**config.mk**
```make
export PLATFORM = sky130hd
export DESIGN_NAME = cpu_control_unit_flat
export DESIGN_NICKNAME = d
export VERILOG_FILES = /design/src/rtl/cpu_control_unit_pkg.sv /design/src/rtl/cpu_control_unit_if.sv /design/src/rtl/cpu_control_unit_instr_decode.sv /design/src/rtl/cpu_control_unit.sv /design/src/flat_wrapper.sv
export SDC_FILE = /design/constraint.sdc
export NUM_CORES = 1
export LEC_CHECK = 0
export CAP_MARGIN = 20
export CORE_ASPECT_RATIO = 0.8
export CORE_MARGIN = 1.5
export CORE_UTILIZATION = 40
export DETAILED_ROUTE_END_ITERATION = 8
export PLACE_DENSITY = 0.75
export RECOVER_POWER = 25
export SLEW_MARGIN = 25
export SYNTH_ARGS = -nofsm -noshare
export SYNTH_HDL_FRONTEND = slang
export SYNTH_HIERARCHICAL = 1
export SYNTH_SLANG_ARGS = --single-unit
```
**constraint.sdc**
```tcl
create_clock -name clk -period 4.8 [get_ports clk]
set_input_delay 0.96 -clock clk [delete_from_list [all_inputs] [get_ports clk]]
set_output_delay 0.96 -clock clk [all_outputs]
set_load 0.05 [all_outputs]
```
**src/rtl/cpu_control_unit_pkg.sv**
```systemverilog
// Shared definitions for the CPU control unit: instruction classes, control
// sub-ops, branch condition codes, the sequencer state enum, the latched flag
// record and the bit positions of every instruction field.
package cpu_ctrl_pkg;

  typedef enum logic [1:0] {
    CLS_ALU_REG = 2'b00,
    CLS_ALU_IMM = 2'b01,
    CLS_LDL     = 2'b10,
    CLS_CTRL    = 2'b11
  } instr_class_e;

  typedef enum logic [1:0] {
    SUB_BRANCH = 2'b00,
    SUB_JUMP   = 2'b01,
    SUB_HALT   = 2'b10,
    SUB_NOP    = 2'b11
  } ctrl_sub_e;

  typedef enum logic [1:0] {
    COND_Z      = 2'b00,
    COND_N      = 2'b01,
    COND_C      = 2'b10,
    COND_ALWAYS = 2'b11
  } cond_e;

  typedef enum logic [2:0] {
    ST_START     = 3'd0,
    ST_FETCH     = 3'd1,
    ST_DECODE    = 3'd2,
    ST_FETCH_LIT = 3'd3,
    ST_EXECUTE   = 3'd4,
    ST_HALT      = 3'd5
  } state_e;

  typedef struct packed {
    logic c;
    logic n;
    logic z;
  } flags_t;

  // Instruction field positions
  localparam int CLS_HI  = 15;
  localparam int CLS_LO  = 14;
  localparam int OP_HI   = 13;
  localparam int OP_LO   = 10;
  localparam int W_HI    = 9;
  localparam int W_LO    = 7;
  localparam int R_HI    = 6;
  localparam int R_LO    = 4;
  localparam int S_HI    = 3;
  localparam int S_LO    = 1;
  localparam int IMM_HI  = 3;
  localparam int IMM_LO  = 0;
  localparam int SUB_HI  = 13;
  localparam int SUB_LO  = 12;
  localparam int COND_HI = 11;
  localparam int COND_LO = 10;
  localparam int INV_BIT = 9;
  localparam int OFF_HI  = 7;
  localparam int OFF_LO  = 0;

endpackage

```
**src/rtl/cpu_control_unit_if.sv**
```systemverilog
// Instruction-fetch port between the control unit (master) and instruction
// memory (slave).
//   mem_rd    : fetch request, held until accepted
//   mem_addr  : fetch address, stable while mem_rd=1
//   mem_ready : request accepted, mem_rdata valid in the same cycle
//   mem_rdata : fetched 16-bit word
interface cpu_control_unit_if #(
  parameter int ADDR_W = 8
);
  logic              mem_rd;
  logic [ADDR_W-1:0] mem_addr;
  logic              mem_ready;
  logic [15:0]       mem_rdata;

  modport master (
    output mem_rd,
    output mem_addr,
    input  mem_ready,
    input  mem_rdata
  );

  modport slave (
    input  mem_rd,
    input  mem_addr,
    output mem_ready,
    output mem_rdata
  );
endinterface

```
**src/rtl/cpu_control_unit_instr_decode.sv**
```systemverilog
// Purely combinational instruction decoder.
//   ir         : latched instruction word
//   lit        : literal word currently on the memory bus (load-literal/jump)
//   flags      : latched C/N/Z flags
//   pc_next    : PC of the next instruction (already incremented)
//   cls, sub   : instruction class and control sub-op
//   alu_op, w_adr, r_adr, s_adr, ds, s_sel : control word for EXECUTE
//   upd_flags  : instruction updates the flag register in EXECUTE
//   br_taken, br_target, jmp_target : control-flow results
// ADDR_W must not exceed 16 (jump target comes from a 16-bit literal).
module instr_decode
  import cpu_ctrl_pkg::*;
#(
  parameter int         ADDR_W     = 8,
  parameter logic [3:0] ALU_PASS_S = 4'h0
) (
  input  logic [15:0]       ir,
  input  logic [15:0]       lit,
  input  flags_t            flags,
  input  logic [ADDR_W-1:0] pc_next,
  output instr_class_e      cls,
  output ctrl_sub_e         sub,
  output logic [3:0]        alu_op,
  output logic [2:0]        w_adr,
  output logic [2:0]        r_adr,
  output logic [2:0]        s_adr,
  output logic [15:0]       ds,
  output logic              s_sel,
  output logic              upd_flags,
  output logic              br_taken,
  output logic [ADDR_W-1:0] br_target,
  output logic [ADDR_W-1:0] jmp_target
);

  logic signed [7:0]        br_off;
  logic signed [ADDR_W+7:0] br_off_ext;
  logic                     cond_val;

  assign cls = instr_class_e'(ir[CLS_HI:CLS_LO]);
  assign sub = ctrl_sub_e'(ir[SUB_HI:SUB_LO]);

  // Offset is a signed word count relative to the already-incremented PC;
  // the sum wraps modulo 2^ADDR_W.
  assign br_off     = ir[OFF_HI:OFF_LO];
  assign br_off_ext = {{ADDR_W{br_off[7]}}, br_off};
  assign br_target  = pc_next + br_off_ext[ADDR_W-1:0];
  assign jmp_target = lit[ADDR_W-1:0];

  always_comb begin
    cond_val = 1'b0;
    case (cond_e'(ir[COND_HI:COND_LO]))
      COND_Z:      cond_val = flags.z;
      COND_N:      cond_val = flags.n;
      COND_C:      cond_val = flags.c;
      COND_ALWAYS: cond_val = 1'b1;
      default:     cond_val = 1'b0;
    endcase
    br_taken = cond_val ^ ir[INV_BIT];
  end

  always_comb begin
    alu_op    = 4'h0;
    w_adr     = 3'd0;
    r_adr     = 3'd0;
    s_adr     = 3'd0;
    ds        = 16'h0000;
    s_sel     = 1'b0;
    upd_flags = 1'b0;
    case (cls)
      CLS_ALU_REG: begin
        alu_op    = ir[OP_HI:OP_LO];
        w_adr     = ir[W_HI:W_LO];
        r_adr     = ir[R_HI:R_LO];
        s_adr     = ir[S_HI:S_LO];
        upd_flags = 1'b1;
      end
      CLS_ALU_IMM: begin
        alu_op    = ir[OP_HI:OP_LO];
        w_adr     = ir[W_HI:W_LO];
        r_adr     = ir[R_HI:R_LO];
        ds        = {{12{ir[IMM_HI]}}, ir[IMM_HI:IMM_LO]};
        s_sel     = 1'b1;
        upd_flags = 1'b1;
      end
      CLS_LDL: begin
        alu_op = ALU_PASS_S;
        w_adr  = ir[W_HI:W_LO];
        ds     = lit;
        s_sel  = 1'b1;
      end
      default: ;
    endcase
  end

endmodule

```
**src/rtl/cpu_control_unit.sv**
```systemverilog
// Multi-cycle sequencer driving the 16-bit integer datapath.
//   clk, reset : clock (rising edge) and asynchronous active-low reset
//   mem        : instruction-fetch master port
//   W_En, W_Adr, R_Adr, S_Adr, DS, S_Sel, Alu_Op : registered datapath
//                controls, loaded on entry to EXECUTE and held otherwise
//   C, N, Z    : datapath flags, latched at the end of ALU EXECUTE cycles
//   pc         : current program counter
//   halted     : high while in HALT
module cpu_control_unit
  import cpu_ctrl_pkg::*;
#(
  parameter int                ADDR_W     = 8,
  parameter logic [ADDR_W-1:0] RESET_PC   = '0,
  parameter logic [3:0]        ALU_PASS_S = 4'h0
) (
  input  logic                      clk,
  input  logic                      reset,
  cpu_control_unit_if.master        mem,
  output logic                      W_En,
  output logic [2:0]                W_Adr,
  output logic [2:0]                R_Adr,
  output logic [2:0]                S_Adr,
  output logic [15:0]               DS,
  output logic                      S_Sel,
  output logic [3:0]                Alu_Op,
  input  logic                      C,
  input  logic                      N,
  input  logic                      Z,
  output logic [ADDR_W-1:0]         pc,
  output logic                      halted
);

  localparam logic [ADDR_W-1:0] PC_ONE = ADDR_W'(1);

  state_e            state;
  logic [15:0]       ir;
  flags_t            flags;
  logic              mem_rd_q;

  instr_class_e      cls;
  ctrl_sub_e         sub;
  logic [3:0]        dec_alu_op;
  logic [2:0]        dec_w_adr;
  logic [2:0]        dec_r_adr;
  logic [2:0]        dec_s_adr;
  logic [15:0]       dec_ds;
  logic              dec_s_sel;
  logic              dec_upd_flags;
  logic              br_taken;
  logic [ADDR_W-1:0] br_target;
  logic [ADDR_W-1:0] jmp_target;

  assign mem.mem_rd   = mem_rd_q;
  assign mem.mem_addr = pc;

  instr_decode #(
    .ADDR_W     (ADDR_W),
    .ALU_PASS_S (ALU_PASS_S)
  ) u_decode (
    .ir         (ir),
    .lit        (mem.mem_rdata),
    .flags      (flags),
    .pc_next    (pc),
    .cls        (cls),
    .sub        (sub),
    .alu_op     (dec_alu_op),
    .w_adr      (dec_w_adr),
    .r_adr      (dec_r_adr),
    .s_adr      (dec_s_adr),
    .ds         (dec_ds),
    .s_sel      (dec_s_sel),
    .upd_flags  (dec_upd_flags),
    .br_taken   (br_taken),
    .br_target  (br_target),
    .jmp_target (jmp_target)
  );

  always_ff @(posedge clk or negedge reset) begin
    if (!reset) begin
      state    <= ST_START;
      pc       <= RESET_PC;
      ir       <= 16'h0000;
      flags    <= '0;
      mem_rd_q <= 1'b0;
      W_En     <= 1'b0;
      W_Adr    <= 3'd0;
      R_Adr    <= 3'd0;
      S_Adr    <= 3'd0;
      DS       <= 16'h0000;
      S_Sel    <= 1'b0;
      Alu_Op   <= 4'h0;
      halted   <= 1'b0;
    end else begin
      case (state)
        // START keeps mem_rd low for the first cycle out of reset
        ST_START: begin
          state    <= ST_FETCH;
          mem_rd_q <= 1'b1;
        end

        ST_FETCH: begin
          if (mem.mem_ready) begin
            ir       <= mem.mem_rdata;
            pc       <= pc + PC_ONE;
            mem_rd_q <= 1'b0;
            state    <= ST_DECODE;
          end
        end

        ST_DECODE: begin
          case (cls)
            CLS_ALU_REG, CLS_ALU_IMM: begin
              W_En   <= 1'b1;
              W_Adr  <= dec_w_adr;
              R_Adr  <= dec_r_adr;
              S_Adr  <= dec_s_adr;
              DS     <= dec_ds;
              S_Sel  <= dec_s_sel;
              Alu_Op <= dec_alu_op;
              state  <= ST_EXECUTE;
            end
            CLS_LDL: begin
              mem_rd_q <= 1'b1;
              state    <= ST_FETCH_LIT;
            end
            default: begin
              case (sub)
                SUB_BRANCH: begin
                  if (br_taken) pc <= br_target;
                  mem_rd_q <= 1'b1;
                  state    <= ST_FETCH;
                end
                SUB_JUMP: begin
                  mem_rd_q <= 1'b1;
                  state    <= ST_FETCH_LIT;
                end
                SUB_HALT: begin
                  halted <= 1'b1;
                  state  <= ST_HALT;
                end
                default: begin
                  mem_rd_q <= 1'b1;
                  state    <= ST_FETCH;
                end
              endcase
            end
          endcase
        end

        // The literal is consumed straight off the bus: DS for load-literal,
        // the new PC for jump. No separate literal register is needed.
        ST_FETCH_LIT: begin
          if (mem.mem_ready) begin
            if (cls == CLS_LDL) begin
              pc       <= pc + PC_ONE;
              mem_rd_q <= 1'b0;
              W_En     <= 1'b1;
              W_Adr    <= dec_w_adr;
              R_Adr    <= dec_r_adr;
              S_Adr    <= dec_s_adr;
              DS       <= dec_ds;
              S_Sel    <= dec_s_sel;
              Alu_Op   <= dec_alu_op;
              state    <= ST_EXECUTE;
            end else begin
              pc       <= jmp_target;
              mem_rd_q <= 1'b1;
              state    <= ST_FETCH;
            end
          end
        end

        ST_EXECUTE: begin
          W_En <= 1'b0;
          if (dec_upd_flags) flags <= '{c: C, n: N, z: Z};
          mem_rd_q <= 1'b1;
          state    <= ST_FETCH;
        end

        ST_HALT: state <= ST_HALT;

        default: begin
          mem_rd_q <= 1'b0;
          state    <= ST_START;
        end
      endcase
    end
  end

endmodule

```
**src/flat_wrapper.sv**
```systemverilog
// flat-port wrapper written by rule: the top's interface ports become plain ports
module cpu_control_unit_flat import cpu_ctrl_pkg::*;
#(
  parameter int                ADDR_W     = 8,
  parameter logic [ADDR_W-1:0] RESET_PC   = '0,
  parameter logic [3:0]        ALU_PASS_S = 4'h0
)
  (clk, reset, W_En, W_Adr, R_Adr, S_Adr, DS, S_Sel, Alu_Op, C, N, Z, pc, halted, mem_mem_rd, mem_mem_addr, mem_mem_ready, mem_mem_rdata);
  cpu_control_unit_if #(.ADDR_W(ADDR_W)) mem_i ();
  input  logic clk;
  input  logic reset;
  output logic W_En;
  output logic [2:0] W_Adr;
  output logic [2:0] R_Adr;
  output logic [2:0] S_Adr;
  output logic [15:0] DS;
  output logic S_Sel;
  output logic [3:0] Alu_Op;
  input  logic C;
  input  logic N;
  input  logic Z;
  output logic [ADDR_W-1:0] pc;
  output logic halted;
  output wire logic [$bits(mem_i.mem_rd)-1:0] mem_mem_rd;
  output wire logic [$bits(mem_i.mem_addr)-1:0] mem_mem_addr;
  input wire logic [$bits(mem_i.mem_ready)-1:0] mem_mem_ready;
  input wire logic [$bits(mem_i.mem_rdata)-1:0] mem_mem_rdata;
  assign mem_mem_rd = mem_i.mem_rd;
  assign mem_mem_addr = mem_i.mem_addr;
  assign mem_i.mem_ready = mem_mem_ready;
  assign mem_i.mem_rdata = mem_mem_rdata;
  cpu_control_unit #(.ADDR_W(ADDR_W), .RESET_PC(RESET_PC), .ALU_PASS_S(ALU_PASS_S)) u_core (.clk(clk), .reset(reset), .mem(mem_i), .W_En(W_En), .W_Adr(W_Adr), .R_Adr(R_Adr), .S_Adr(S_Adr), .DS(DS), .S_Sel(S_Sel), .Alu_Op(Alu_Op), .C(C), .N(N), .Z(Z), .pc(pc), .halted(halted));
endmodule
```
# == Yosys cells after proc, flatten, opt, wreduce, memory -nomap -nowiden ==
# Cells that the tools add are included.
# word_totals
elab_cells,115
n_memories,0
ramBits,0
out_inout_bits,49
romBits,0
register_bits,63
in_bits,22
latchBits,0
# op_classes
order_cmp,0
add_sub_neg,2
multipliers,0
reduce_logical,19
div_mod_pow,0
eq_ne,21
bitwise_logic,3
mux,55
shifts,0
# op_table
operator,count
$pmux 16 s2,2
$mux 16,3
$mux 8,6
$mux 3,15
$pmux 3 s2,5
$pmux 8 s3,1
$mux 4,4
$pmux 3 s5,1
$mux 1,12
$ne 2x2->1 const B,6
$add 8x1->8 const B,1
$add 8x8->8,1
$eq 2x2->1 const B,4
$pmux 4 s2,1
$reduce_and 4->1,2
$eq 2x1->1 const B,3
$eq 3x2->1 const B,2
$eq 3x3->1 const B,2
$logic_not 2->1,3
$reduce_and 2->1,3
$reduce_and 6->1,1
$reduce_bool 3->1,2
$reduce_or 2->1,3
$pmux 1 s5,1
other kinds (13),16

# == Depth between registers and ports, before layout ==
# Gate-level depths: netlist of the first run.
# depth
word_depth,7
depth_mapped,10
depth_no_buf,10

# == Modules after synthesis ==
# The synthesis of the first run kept the hierarchy.
# modules_own_cells
mod,seq_area_each_um2,area_per_inst_um2,instances,cells_per_inst
cpu_control_unit,1576.5,2964.1,1,228
instr_decode,0.0,764.5,1,110

# == Least setup slack after synthesis of the first run ==
# OpenSTA, ideal clock, no wires.
# synth_timing
path_type,register to register
start,"reg u_core.pc[0], in the netlist u_core/mem.mem_addr[0]"
end,"reg u_core.pc[6], in the netlist u_core/mem.mem_addr[6]"
required_time_ps,4674
synth_period_minus_slack_ps,2437
path_stages_with_launch,11
setup_ps,126
path_buffers,0
arrival_ps,2312
path_slack_ps,2363
cell_sequence,dfrtp_1 ha_1 fa_1 a21oi_1 o211ai_1 a21oi_1 xnor2_1 nor2b_1 a31oi_1 o32a_1 o22ai_1
# synth_via
elab_chain_cells,5
elab_cells_between_ends,9
cone_classes,add/sub: 2; mux: 7
# synth_rtl
item,line_no,text
start: declaration,cpu_control_unit.sv:29,"output logic [ADDR_W-1:0] pc,"
start signal: assignment,cpu_control_unit.sv:104,pc <= pc + PC_ONE;
start signal: assignment,cpu_control_unit.sv:129,if (br_taken) pc <= br_target;
start signal: assignment,cpu_control_unit.sv:155,pc <= pc + PC_ONE;
$add 8x8->8,cpu_control_unit_instr_decode.sv:46,assign br_target = pc_next + br_off_ext[ADDR_W-1:0];
via u_core.br_target[6],cpu_control_unit.sv:50,logic [ADDR_W-1:0] br_target;
$mux 8,cpu_control_unit.sv:129,
$mux 8,cpu_control_unit.sv:127,case (sub)
$mux 8,cpu_control_unit.sv:111,case (cls)
$pmux 8 s3,cpu_control_unit.sv:94,case (state)
# The timed path passes the listed nets, and every way through them passes these cells. The select of a mux whose other input is x is not followed.
# A chain may end at the register's enable or synchronous reset.

# == Final worst setup path of the first run ==
# layout_timing
start,"reg u_core.pc[1], in the netlist u_core/mem.mem_addr[1]"
end,out mem_mem_addr[1]
# layout_lines
item,line_no,text
end: declaration,flat_wrapper.sv:25,output wire logic [$bits(mem_i.mem_addr)-1:0] mem_mem_addr;
# No word-level cell between the ends.

==> summary.txt, run 1 <==
Job
  – Number of violations of the max-capacitance limit: 0

Floorplanning
  – Die Wd: 111 microns
  – Die height: approximately 90 microns
  – Initial cell density of the core: 0.413
  – Core footprint: ~0.0090 sq mm
  – Number of top-level design ports: slightly above 70
  – Total Die Area: 0.00991 sq mm
  – Std-Cell Rows: 31

Clocking
  – Clock buffer count from CTS: 9
  – Buffers inserted during post-CTS setup optimization: 0
  – CTS root buffer: sky130_fd_sc_hd__clkbuf_16
  – Longest Clk Path Bufs: 2
  – CTS Hold Bufs: 0
  – TritonCTS clock tree: built
  – H-Tree Depth: 3
  – Clock latency on the worst-skew pair: 0.33 ns
  – Clock-pin slew of the registers on the worst-case setup and hold paths: 0.05 ns
  – Clk sinks: 63
  – Post-cts sizing count: 0

Placement
  – Port Buffers: 70
  – Final RePlAce weighted congestion: slightly below 0.8
  – Half-perimeter wire length after placement: 6.04 mm

Worst setup path
  – Arr. time, crit path: ~1.7 ns
  – Cell type of the slowest stage on the worst timing path: sky130_fd_sc_hd__clkdlybuf4s50_1
  – Start-to-end type of the worst setup path: reg2out
  – Worst setup path start: u_core/mem.mem_addr[1]$_DFFE_PN0P_
  – Delay of the slowest cell on the worst path: slightly below 0.9 ns
  – Startpoint types: flop
  – Worst-case register-to-register setup slack: roughly 2.3 ns
  – Req. time, crit path: about 3.8 ns
  – Worst r2r src: u_core/mem.mem_addr[0]$_DFFE_PN0P_
  – Number of cells on the worst reg-to-reg path: 10
  – Terminus of the critical flop-to-flop path: u_core/mem.mem_addr[6]$_DFFE_PN0P_
  – Buf/Inv on CP: 1
  – Critical Path Fanout Max: 7
  – List of cells traversed by the critical path: clkdlybuf4s50_1
  – Category of cells accounting for the largest share of critical-path delay: buffers and inverters
  – Endpoint class of the critical path: output pin

Yosys
  – Proportion of synthesized flip-flops having asynchronous set or reset: 1.00
  – Sequential element share of the synthesized area: 0.423
  – Mean instance size in the synthesized netlist: roughly 11 sq um
  – Commonest register cell after synthesis: sky130_fd_sc_hd__dfrtp_1
  – Mapped cell area: 0.00373 sq mm
  – Yosys reg bits: 63
  – Net count after synthesis: around 370
  – Unique masters post-synth: a little over 60
  – Number of warning messages in the yosys log: 6
  – Synthesized instance count: about 340
  – Count of flip-flops with a built-in enable after synthesis: 0

STA
  – Count of endpoints failing setup in the final report: 0
  – Worst Skew: approximately 0.0080 ns
  – RSZ-0062 raised after global routing: no
  – Worst-margin pin slew: 1.45 ns
  – Final worst path period share: 0.552
  – Setup Total Neg Slack: 0 ns
  – Clock period minus final worst setup slack: approximately 2.6 ns
  – Max-slew headroom at the worst pin: 0.0305
  – Pins Over Slew Limit: 0
  – Max Fclk: around 0.38 GHz
  – Final Hold Violating Endpoints: 0

Global route
  – First-pass GRT wire length: 14.0 mm
  – Congestion Overflow GR: 0
  – Via count of the first global-routing pass: 2718
  – Met3 routing resource usage after global routing: 0.0563
  – Gr usage total: 0.183
  – Global route hottest layer: met2
  – Fraction of met2 tracks used by global routing: 0.305
  – Initial antenna violation count: 0
  – Pin count of the biggest net entering global routing: 38
  – Met1 track utilization from global routing: 0.236

Power and ir drop
  – Clock power share: 0.558
  – Net switching share of the total power: 0.197
  – Power density cells: 278 mW/mm^2
  – Design internal power: 0.00103 W
  – Portion of total power attributed to combinational logic: 0.028
  – Net switching power: between 0.0002 and 0.0003 W
  – Sequential share of power: 0.414
  – Static leakage: a little over 2 nW
  – Highest ir drop seen on vdd: approximately 0.15 mV

Drt
  – Number of detailed-routing iterations run before antenna repair: 4
  – Routed wirelength normalized by instance count: between 15 and 20 microns
  – Post-detailed-routing wire length: 8.43 mm
  – Antenna-violating nets left: 0
  – Via/cell ratio: roughly 5.3
  – Remaining routing DRC violations: 0
  – Number of violations reported at the end of detailed-routing iteration 0: roughly 140
  – Total number of vias: about 2.7k

Worst hold path
  – Hold path depth: 1
  – Startpoint of the worst hold path: u_core/DS[7]$_DFFE_PN0P_
  – Hold crit path type: reg2reg
  – Hold Path Sink: u_core/DS[7]$_DFFE_PN0P_

Status
  – Result of the run: finished clean

Cells and area
  – Synthesis-to-finish area growth: 23.9%
  – Most frequent cells in the layout: sky130_fd_sc_hd__clkdlybuf4s50_1, sky130_fd_sc_hd__dfrtp_1, sky130_fd_sc_hd__mux2_2
  – Leading cell type in the layout, fill and taps excluded: sky130_fd_sc_hd__clkdlybuf4s50_1
  – Number of antenna cells inserted: 0
  – Fill cell instance count of the final layout: between 800 and 900
  – # nets final: 420
  – Sequential cell area in the final layout: 0.00158 sq mm
  – Combined area of the multi-input logic cells: approximately 0.0018 sq mm
  – Core utilization of the finished layout: 0.511
  – Ratio of cells with drive above 1 in the final layout: 0.208
Yosys cell counts (5+ instances only):
library cell               instances  area share
sky130_fd_sc_hd__o21ai_0           5      0.0067
sky130_fd_sc_hd__ha_1             12       0.040
sky130_fd_sc_hd__nor2b_1          20       0.034
sky130_fd_sc_hd__mux2_2           49        0.15
sky130_fd_sc_hd__nand2_1          22       0.022
sky130_fd_sc_hd__inv_1            11       0.011
sky130_fd_sc_hd__nor3_1            5      0.0067
sky130_fd_sc_hd__dfrtp_1          63        0.42
sky130_fd_sc_hd__nor2_1           10       0.010
sky130_fd_sc_hd__buf_6             7       0.021
sky130_fd_sc_hd__a21oi_1          16       0.021
sky130_fd_sc_hd__a31oi_1           5      0.0084
sky130_fd_sc_hd__and2_1            5      0.0084
sky130_fd_sc_hd__buf_4            21       0.042
sky130_fd_sc_hd__a21boi_0         12       0.024
sky130_fd_sc_hd__o22ai_1           5      0.0084
per-layer routing:
layer | vias to the layer above | share of wire
li1 | 1277 | -
met1 | 1311 | 0.45
met2 | 86 | 0.47
met3 | 7 | 0.068
met4 | 0 | 0.0081
met5 | - | 0
kinds of logic (layout without fill, tap and decap cells):
group                      Yosys count  after routing  synth area share
xor gates and xnor gates             7              7            0.0164
adders and majority gates           13             13            0.0456
muxes                               50             50             0.151
buffers and inverters               47             98            0.0893
DFF                                 63             63             0.423
AOI/OAI and AO/OA                   74             74             0.146
and+or+nand+nor                     84             84             0.129
flip-flops by register name, indices dropped and copies added (netlist names):
register	count
u_core/mem.mem_addr	8
u_core/S_Sel	1
u_core/R_Adr	3
u_core/halted	1
u_core/W_En	1
u_core/ir	16
u_core/flags	3
u_core/DS	16
u_core/state	3
u_core/W_Adr	3
u_core/Alu_Op	4
u_core/S_Adr	3
u_core/mem.mem_rd	1
how the worst max path moves through the flow:
| stage | to | slack (ns) | cells past startpoint |
|---|---|---|---|
| 2_1_floorplan | u_core/mem.mem_addr[6]$_DFFE_PN0P_ | 2.36 | 10 |
| 3_3_place_gp | u_core/ir[1]$_DFFE_PN0P_ | 1.70 | 4 |
| 3_5_place_dp | u_core/ir[2]$_DFFE_PN0P_ | 1.96 | 4 |
| 4_1_cts | mem_mem_addr[1] | 2.13 | 1 |
| 5_1_grt | mem_mem_addr[1] | 2.07 | 1 |
| 6_report | mem_mem_addr[1] | 2.15 | 1 |
stage by stage:
| stage | cell area (sq um) | power [W] | hold WS [ns] | cells | worst slack, ns |
|---|---|---|---|---|---|
| final | 4620 | 0.00128 | 0.501 | 504 | 2.15 |
| after global placement | 4290 | 0.000577 | 0.482 | 489 | 1.70 |
| after detailed placement | 4300 | 0.000578 | 0.490 | 489 | 1.96 |
| after CTS | 4630 | 0.00130 | 0.506 | 504 | 2.13 |
| after floorplan | 3730 | 0.000548 | 0.473 | 338 | 2.36 |
| after global routing | 4620 | 0.00133 | 0.516 | 504 | 2.07 |
area by class of cell:
| class | count | area share |
|---|---|---|
| clock buffer | 11 | 0.0547 |
| clock inverter | 4 | 0.0168 |
| inverter | 11 | 0.00894 |
| multi-input combinational | 228 | 0.394 |
| sequential | 63 | 0.341 |
| tap | 115 | 0.0311 |
| timing repair buffer | 72 | 0.154 |
power groups by stage:
stage | combinational (W) | sequential, W | clock, W
after floorplan | 0.00000750 | 0.000541 | 0
after detailed placement | 0.0000368 | 0.000541 | 0
final | 0.0000355 | 0.000532 | 0.000716
after CTS | 0.0000370 | 0.000531 | 0.000734
after global placement | 0.0000364 | 0.000541 | 0
after global routing | 0.0000393 | 0.000531 | 0.000762
worst reg2reg max path, stage by stage (launching register included):
cell	delay [ns]
sky130_fd_sc_hd__dfrtp_1	0.46
sky130_fd_sc_hd__ha_1	0.27
sky130_fd_sc_hd__fa_1	0.40
sky130_fd_sc_hd__a21oi_1	0.23
sky130_fd_sc_hd__o211ai_1	0.14
sky130_fd_sc_hd__a21oi_1	0.19
sky130_fd_sc_hd__xnor2_1	0.07
sky130_fd_sc_hd__nor2b_1	0.13
sky130_fd_sc_hd__a31oi_1	0.18
sky130_fd_sc_hd__o32a_1	0.18
sky130_fd_sc_hd__o22ai_1	0.08
Power figures use the tool's default switching activity.
==> inputs of run 2 (changes only) <==
PLACE_DENSITY = 0.78   (was 0.75)
clock period = 2.4 ns   (was 4.8 ns; I/O delays follow)
==> summary.txt, run 2 (synthesis results as in run 1) <==
Global route
  – Initial antenna violation count: 0 (unchanged)
  – First-pass GRT wire length: 14.1 mm (was 14.0 mm)
  – Pin count of the biggest net entering global routing: 45 (was 38)
  – Congestion Overflow GR: 0 (unchanged)
  – Gr usage total: 0.183 (about the same)
  – Via count of the first global-routing pass: 2822 (was 2718)

Cells and area
  – # nets final: 427 (was 420)
  – Combined area of the multi-input logic cells: 0.00183 sq mm (was 0.00182 sq mm)
  – Leading cell type in the layout, fill and taps excluded: sky130_fd_sc_hd__clkdlybuf4s50_1 (unchanged)
  – Sequential cell area in the final layout: 0.00158 sq mm (about the same)
  – Number of antenna cells inserted: 0 (unchanged)
  – Most frequent cells in the layout: sky130_fd_sc_hd__clkdlybuf4s50_1, sky130_fd_sc_hd__dfrtp_1, sky130_fd_sc_hd__mux2_2 (unchanged)
  – Ratio of cells with drive above 1 in the final layout: 0.237 (was 0.208)
  – Synthesis-to-finish area growth: 26.7% (was 23.9%)
  – Fill cell instance count of the final layout: 833 (was 831)

STA
  – Worst-margin pin slew: 1.23 ns (was 1.45 ns)
  – Max Fclk: about 0.44 GHz
  – Setup Total Neg Slack: 0 ns (unchanged)
  – Worst Skew: 0.00548 ns (was 0.00795 ns)
  – Count of endpoints failing setup in the final report: 0 (unchanged)
  – RSZ-0062 raised after global routing: no (unchanged)
  – Final worst path period share: 0.939
  – Final Hold Violating Endpoints: 0 (unchanged)
  – Clock period minus final worst setup slack: between 2 and 2.5 ns
  – Max-slew headroom at the worst pin: 0.179 (was 0.0305)
  – Pins Over Slew Limit: 0 (unchanged)

Placement
  – Final RePlAce weighted congestion: 0.846 (was 0.776)
  – Half-perimeter wire length after placement: 6.21 mm (was 6.04 mm)
  – Port Buffers: 70 (unchanged)

Floorplanning
  – Number of top-level design ports: 71 (unchanged)
  – Initial cell density of the core: 0.413 (unchanged)
  – Die Wd: 111 microns (unchanged)
  – Total Die Area: 0.00991 sq mm (unchanged)
  – Die height: 89.4 microns (unchanged)
  – Std-Cell Rows: 31 (unchanged)
  – Core footprint: 0.00904 sq mm (unchanged)

Worst setup path
  – Worst r2r src: u_core/ir[0]$_DFFE_PN0P_ (was u_core/mem.mem_addr[0]$_DFFE_PN0P_)
  – Terminus of the critical flop-to-flop path: u_core/mem.mem_addr[6]$_DFFE_PN0P_ (unchanged)
  – Arr. time, crit path: 2.44 ns (was 1.69 ns)
  – Delay of the slowest cell on the worst path: 0.40 ns (was 0.87 ns)
  – Start-to-end type of the worst setup path: reg2reg (was reg2out)
  – Most repeated library cell on the critical path: sky130_fd_sc_hd__a21oi_2
  – Cell type of the slowest stage on the worst timing path: sky130_fd_sc_hd__dfrtp_1 (was sky130_fd_sc_hd__clkdlybuf4s50_1)
  – List of cells traversed by the critical path: ha_1 -> fa_2 -> a21oi_2 -> o211ai_1 -> a21oi_2 -> xnor2_1 -> nor2b_1 -> a31oi_1 -> o32a_1 -> o22ai_1 (was clkdlybuf4s50_1)
  – Endpoint class of the critical path: flop (was output pin)
  – Startpoint types: flop (unchanged)
  – Critical Path Fanout Max: 3 (was 7)
  – Number of cells on the worst reg-to-reg path: 10 (unchanged)
  – Req. time, crit path: 2.58 ns (was 3.84 ns)
  – Worst-case register-to-register setup slack: 0.15 ns (was 2.34 ns)
  – Worst setup path start: u_core/ir[0]$_DFFE_PN0P_ (was u_core/mem.mem_addr[1]$_DFFE_PN0P_)

Clocking
  – CTS Hold Bufs: 0 (unchanged)
  – Clock-pin slew of the registers on the worst-case setup and hold paths: 0.06 ns (was 0.05 ns)
  – Clock buffer count from CTS: 9 (unchanged)
  – TritonCTS clock tree: built (unchanged)
  – Longest Clk Path Bufs: 2 (unchanged)
  – Clk sinks: 63 (unchanged)
  – CTS root buffer: sky130_fd_sc_hd__clkbuf_16 (unchanged)
  – H-Tree Depth: 3 (unchanged)
  – Clock latency on the worst-skew pair: 0.33 ns (about the same)
  – Buffers inserted during post-CTS setup optimization: 0 (unchanged)

Drt
  – Routed wirelength normalized by instance count: 16.9 microns (was 16.7 microns)
  – Antenna-violating nets left: 0 (unchanged)
  – Number of violations reported at the end of detailed-routing iteration 0: 129 (was 135)
  – Post-detailed-routing wire length: 8.63 mm (was 8.43 mm)
  – Total number of vias: 2753 (was 2681)
  – Number of detailed-routing iterations run before antenna repair: 4 (unchanged)
  – Via/cell ratio: 5.38 (was 5.32)
  – Remaining routing DRC violations: 0 (unchanged)

Power and ir drop
  – Power density cells: 559 mW/mm^2 (was 278 mW/mm^2)
  – Highest ir drop seen on vdd: 0.353 mV (was 0.149 mV)
  – Static leakage: 2.12 nW (was 2.08 nW)
  – Post-route total power: 0.00264 W (was 0.00128 W)

Job
  – Number of violations of the max-capacitance limit: 0 (unchanged)

Worst hold path
  – Hold crit path type: in2async (was reg2reg)

Status
  – Result of the run: finished clean (unchanged)
[run 2: metrics by stage]
step                      utilization  cells  setup slack, ns  hold WS, ns  area, sq um
final                           0.523    512            0.146        0.395         4720
after global routing            0.523    512           0.0236        0.484         4720
after CTS                       0.522    512           0.0260        0.130         4720
after detailed placement        0.484    496           0.0428        0.467         4370
after global placement          0.484    496            0.164        0.465         4370
after floorplan                     -    338           0.0957        0.184         3730
[run 2: worst max path at each step]
stage / to / slack, ns
3_3_place_gp: u_core/mem.mem_addr[6]$_DFFE_PN0P_ / 0.16
3_5_place_dp: u_core/mem.mem_addr[6]$_DFFE_PN0P_ / 0.04
2_1_floorplan: u_core/mem.mem_addr[6]$_DFFE_PN0P_ / 0.1
6_report: u_core/mem.mem_addr[6]$_DFFE_PN0P_ / 0.15
4_1_cts: u_core/mem.mem_addr[6]$_DFFE_PN0P_ / 0.03
5_1_grt: u_core/mem.mem_addr[6]$_DFFE_PN0P_ / 0.02
[run 2: what timing repair did]
item / in CTS / in global routing
gates resized for setup: 0 / 3
endpoints found under the setup margin: 0 / 2
endpoints found under the hold margin: 0 / 0
[run 2: layer usage]
metal | up-vias | track usage | wire length [microns]
met1 | 1361 | 0.232 | 3820
met2 | 94 | 0.307 | 4140
met4 | 0 | 0.0536 | 80
li1 | 1292 | - | -
met3 | 6 | 0.0576 | 592
met5 | - | 0 | 0
[run 2: layout make-up]
class	count	area share
Multi-Input combinational cell	228	0.387
Clock inverter	7	0.0254
Sequential cell	63	0.334
Timing Repair Buffer	79	0.167
Inverter	11	0.00874
Tap cell	115	0.0305
Clock buffer	9	0.0477
[run 2: power breakdown]
part	internal, W	switching [W]	leakage, nW	total [W]
combinational	0.0000356	0.0000385	1.12	0.0000741
clock	0.00102	0.000489	0.166	0.00151
sequential	0.00106	0	0.837	0.00106
total	0.00212	0.000527	2.12	0.00264
[run 2: critical path: cells and delay by family, from the launching register on]
family	cells	cell delay [ns]
AO/OA/AOI/OAI	6	0.88
adder cells (fa/ha/maj)	2	0.64
flip-flops	1	0.40
AND/OR/NAND/NOR	1	0.13
XOR/XNOR	1	0.06
